$ cat config.mk
export PLATFORM = sky130hd
export DESIGN_NAME = pattern_detector_mc
export DESIGN_NICKNAME = d
export VERILOG_FILES = /design/src/rtl/pattern_det_pkg.sv /design/src/rtl/pattern_det_lane.sv /design/src/rtl/pattern_detector_mc.sv
export SDC_FILE = /design/constraint.sdc
export NUM_CORES = 1
export LEC_CHECK = 0
export CAP_MARGIN = 15
export CORE_UTILIZATION = 35
export DETAILED_ROUTE_END_ITERATION = 6
export PLACE_DENSITY_LB_ADDON = 0.05
export SLEW_MARGIN = 10
export SYNTH_ARGS = -nofsm -noshare
export SYNTH_HDL_FRONTEND = slang
export SYNTH_SLANG_ARGS = --single-unit
export TNS_END_PERCENT = 1
$ cat constraint.sdc
create_clock -name clk -period 1.84 [get_ports clk]
set_input_delay 0.552 -clock clk [delete_from_list [all_inputs] [get_ports clk]]
set_output_delay 0.552 -clock clk [all_outputs]
set_load 0.01 [all_outputs]
$ cat src/rtl/pattern_det_pkg.sv
// Shared constants and sizing helper for the multi-channel pattern detector.
package pattern_det_pkg;

    localparam logic OVL_ON  = 1'b1;
    localparam logic OVL_OFF = 1'b0;

    // Width of a counter that must represent 0..pat_w inclusive.
    function automatic int fill_w(input int pat_w);
        return $clog2(pat_w + 1);
    endfunction

endpackage

$ cat src/rtl/pattern_det_lane.sv
// One serial lane: bit history, saturating fill count, registered hit pulse and,
// when PATTERN_DET_COUNT_EN is defined, a saturating match counter.
module pattern_det_lane
    import pattern_det_pkg::*;
#(
    parameter int PAT_W = 4
`ifdef PATTERN_DET_COUNT_EN
    ,
    parameter int CNT_W = 8
`endif
) (
    input  logic             clk,
    input  logic             rst,
    input  logic             clr,
    input  logic             in_valid,
    input  logic             a_in,
    input  logic [PAT_W-1:0] pattern,
    input  logic             overlap,
    output logic             y_out
`ifdef PATTERN_DET_COUNT_EN
    ,
    output logic [CNT_W-1:0] match_cnt
`endif
);

    localparam int FW = fill_w(PAT_W);

    // The oldest bit is shifted out before it is ever compared, so only
    // PAT_W-1 bits of history need to be kept between valid bits.
    logic [PAT_W-2:0] hist;
    logic [PAT_W-1:0] hist_n;
    logic [FW-1:0]    fill;
    logic [FW-1:0]    fill_n;
    logic             hit;

    // NOTE: every always_comb output is assigned on every path, so no latch is inferred.
    always_comb begin
        hist_n = {hist, a_in};
        fill_n = (fill == FW'(PAT_W)) ? fill : fill + FW'(1);
        hit    = (fill_n == FW'(PAT_W)) && (hist_n == pattern);
    end

    // NOTE: state is updated with non-blocking assignments so all registers see pre-edge values.
    always_ff @(posedge clk) begin
        if (rst || clr) begin
            hist  <= '0;
            fill  <= '0;
            y_out <= 1'b0;
`ifdef PATTERN_DET_COUNT_EN
            match_cnt <= '0;
`endif
        end else if (in_valid) begin
            hist  <= hist_n[PAT_W-2:0];
            // Non-overlapping mode restarts the fill so the next match needs PAT_W fresh bits.
            fill  <= (hit && overlap == OVL_OFF) ? '0 : fill_n;
            y_out <= hit;
`ifdef PATTERN_DET_COUNT_EN
            if (hit && match_cnt != '1)
                match_cnt <= match_cnt + CNT_W'(1);
`endif
        end else begin
            y_out <= 1'b0;
        end
    end

endmodule

$ cat src/rtl/pattern_detector_mc.sv
// CH independent serial pattern-detector lanes sharing one programmable pattern.
// Optional per-lane match counters are enabled by defining PATTERN_DET_COUNT_EN.
module pattern_detector_mc
    import pattern_det_pkg::*;
#(
    parameter int CH    = 4,
    parameter int PAT_W = 4,
    parameter int CNT_W = 8
) (
    input  logic                clk,
    input  logic                rst,
    input  logic                clr,
    input  logic                in_valid,
    input  logic [CH-1:0]       a_in,
    input  logic [PAT_W-1:0]    pattern,
    input  logic                overlap,
    output logic [CH-1:0]       y_out
`ifdef PATTERN_DET_COUNT_EN
    ,
    output logic [CH*CNT_W-1:0] match_cnt
`endif
);

    if (CH < 1 || PAT_W < 2 || CNT_W < 1) begin : g_param_check
        $error("pattern_detector_mc: need CH >= 1, PAT_W >= 2, CNT_W >= 1");
    end

    for (genvar c = 0; c < CH; c++) begin : g_lane
        pattern_det_lane #(
            .PAT_W(PAT_W)
`ifdef PATTERN_DET_COUNT_EN
            ,
            .CNT_W(CNT_W)
`endif
        ) u_lane (
            .clk      (clk),
            .rst      (rst),
            .clr      (clr),
            .in_valid (in_valid),
            .a_in     (a_in[c]),
            .pattern  (pattern),
            .overlap  (overlap),
            .y_out    (y_out[c])
`ifdef PATTERN_DET_COUNT_EN
            ,
            .match_cnt(match_cnt[c*CNT_W +: CNT_W])
`endif
        );
    end

endmodule

==> results.txt <==
Status - finished clean
Clock Sink Count - 28
Initial DRC count - 22
Sequential share of power - 55.4%
Synth-to-Final Area Change - 21.02%
Hold crit path type - register to register
F_max - 563.5 MHz
Worst-path clk slew - 0.09 ns
Inserted Clock Buffers - 3
1st-pass router iterations - 4
Antenna violations before repair - 0
I/O Buffers - 16
Maximum number of pins on one net before global-route repair - 18
Final Setup Violations - 0
Most frequent cells in the layout - dfxtp_1 (28), nor2_1 (26), xnor2_1 (20)
CTS root buffer - clkbuf_8
Number of vias in the routed layout - 1078
CP max FO - 4
Post-CTS Setup Bufs - 0
Layout Utilization - 44.35%
Post-Synthesis Cells - 163
Sequential cell area - 560.5 sq um
Met3 Track Usage GR - 2.568%
Post-Syn Area - 1476 sq um
Grt met2 use - 24.62%
Clock Skews - 0.002564 ns
Synth warn - 0
Layout cells sized above 1 - 8.197%
Critical path data arrival time - 1.98 ns
Critical Path Start Type - input pin
Global-route wire length before repair - 4850 microns
WL/cell - 12.34 microns
Seq/Total Area, Yosys - 37.97%
Syn nets - 184
LEAKAGE - 0.7030 nW
GR Util All Layers - 14.77%
Clock power share - 29.2%
Power Dens Cells - 629.3 nW/um^2
Met1 Usage GRT - 18.72%
Commonest non-fill, non-tap cell in the layout - dfxtp_1
Final period util - 96.44%
Internal power - 0.0008567 W
Drc violations - 0
Routed wire length - 2875 microns
Gr busiest metal - met2
Rel. slew slack - 76.85%
Max Cap Violations - 0
Grt total ovfl - 0
Yosys cell types - 27
WP data required - 2.05 ns
Ant diodes - 0
Worst slew pin tran - 0.3440 ns
Die Span X - 66.95 microns
Ranking of synthesized cells by area - dfxtp_1 (38%), xnor2_1 (12%), mux2i_1 (11%)
Setup Crit Path Kind - input pin to register
Synth top area share - 37.97%
Worst VDD drop - 0.2670 mV
# nets final - 206
Fin. Hold Viols - 0
Vias per std cell - 4.627
Detail Route Antenna Nets - 0
Row count - 23
Worst-case clock buffer depth - 2
Yosys reg bits - 28
Combinational share of power - 15.4%
NetSw - 0.0002676 W
Worst setup EP type - register
Final Max Tran Viols - 0
Synth area leader - dfxtp_1
Initial core utilization - 36.65%
Final min period - 1.774 ns
DPL Wire Length - 2343 microns
Vert. Die Dim - 66.95 microns
Final setup margin - 0.06552 ns
Footprint of the multi-input gates - 812.0 sq um
DP Worst Slack - -0.2716 ns
RSZ-0062 raised after global routing - no
CORE AREA - 4029 sq um
Fill cells - 421
Sw frac - 23.80%
Vias in the first global route - 1067
TritonCTS clock tree - yes
H-tree depth - 1
I/O pins - 17
DIE AREA - 4482 sq um
Syn avg cell area - 9.058 sq um
Routability Congestion - 0.7401
Worst-Skew Late Latency - 0.27 ns
==> power by group through the flow <==
stage                     clock network (W)  logic (W)  registers, W
after detailed placement                  0   0.000176      0.000637
after global placement                    0   0.000172      0.000637
after floorplan                           0   0.000103      0.000635
after global routing               0.000379   0.000192      0.000625
after CTS                          0.000345   0.000176      0.000623
final                              0.000329   0.000173      0.000623
==> stage by stage <==
step                      cells  hold WS, ns  total power [W]  cell area [sq um]  setup TNS (ns)
after global placement      230       0.4674        0.0008088               1740          -1.521
after global routing        233       0.5087         0.001195               1787               0
final                       233       0.4856         0.001124               1787               0
after CTS                   233       0.4911         0.001145               1782               0
after floorplan             163       0.4560        0.0007386               1476               0
after detailed placement    230       0.4768        0.0008131               1740          -1.650
==> worst max-delay path: stages <==
cell,delay (ns)
clkdlybuf4s50_1,0.51
buf_4,0.19
xor2_1,0.14
or4_1,0.48
nor2_1,0.12
==> layer usage <==
metal	share of wire [%]	wire length [microns]
met1	50	1424
met2	47	1349
met3	2.4	68
met4	1.1	33
met5	0	0
==> cells by family after synthesis <==
group | share of synthesized area (%)
mux | 10.85
buf+inv | 7.034
xor+xnor | 14.24
simple gates | 19.24
compound gates | 3.899
flops | 37.97
fa+ha+maj | 6.780
==> Yosys cell counts <==
library cell,instances
nand3b_1,4
nand2_1,11
or3_1,3
nand4_1,1
inv_1,8
or4_1,4
xnor2_1,20
o211ai_1,1
o2111ai_1,3
mux2i_1,16
clkbuf_1,3
a221oi_1,1
nor2_1,26
nand3_1,4
xor2_1,4
nor4_1,1
dfxtp_1,28
or2_0,1
buf_4,4
o21ai_1,2
buf_6,2
nand2b_1,1
buf_2,2
ha_1,8
nor2b_1,1
o21ai_0,1
nor3_1,3
==> sequential cells by signal, indices dropped and copies added (netlist names) <==
name,cells
g_lane.u_lane.fill,12
g_lane.u_lane.hist,12
g_lane.u_lane.y_out,4
==> final cells by class <==
cell class / instances / share of cell area, %
multi-input combinational: 116 / 45.45
sequential: 28 / 31.37
timing repair buffer: 28 / 15.69
tap: 50 / 3.501
clock buffer: 3 / 2.311
inverter: 8 / 1.681
==> worst paths after layout <==
kind / cells after the start / from / end / slack (ns)
worst max-delay path: 5 / pattern[1] / g_lane[2].u_lane.y_out / 0.07
worst min-delay path: 2 / g_lane[0].u_lane.fill[2] / g_lane[0].u_lane.fill[2] / 0.49
worst max register to register: 6 / g_lane[2].u_lane.fill[0] / g_lane[2].u_lane.y_out / 0.29
worst min register to register: 2 / g_lane[0].u_lane.fill[2] / g_lane[0].u_lane.fill[2] / 0.49
==> what timing repair did <==
action	CTS	global route
endpoints found under the setup margin	0	4
hold buffers	0	0
gates resized for setup	0	2
No activity file was read; power rests on OpenSTA's default activity.
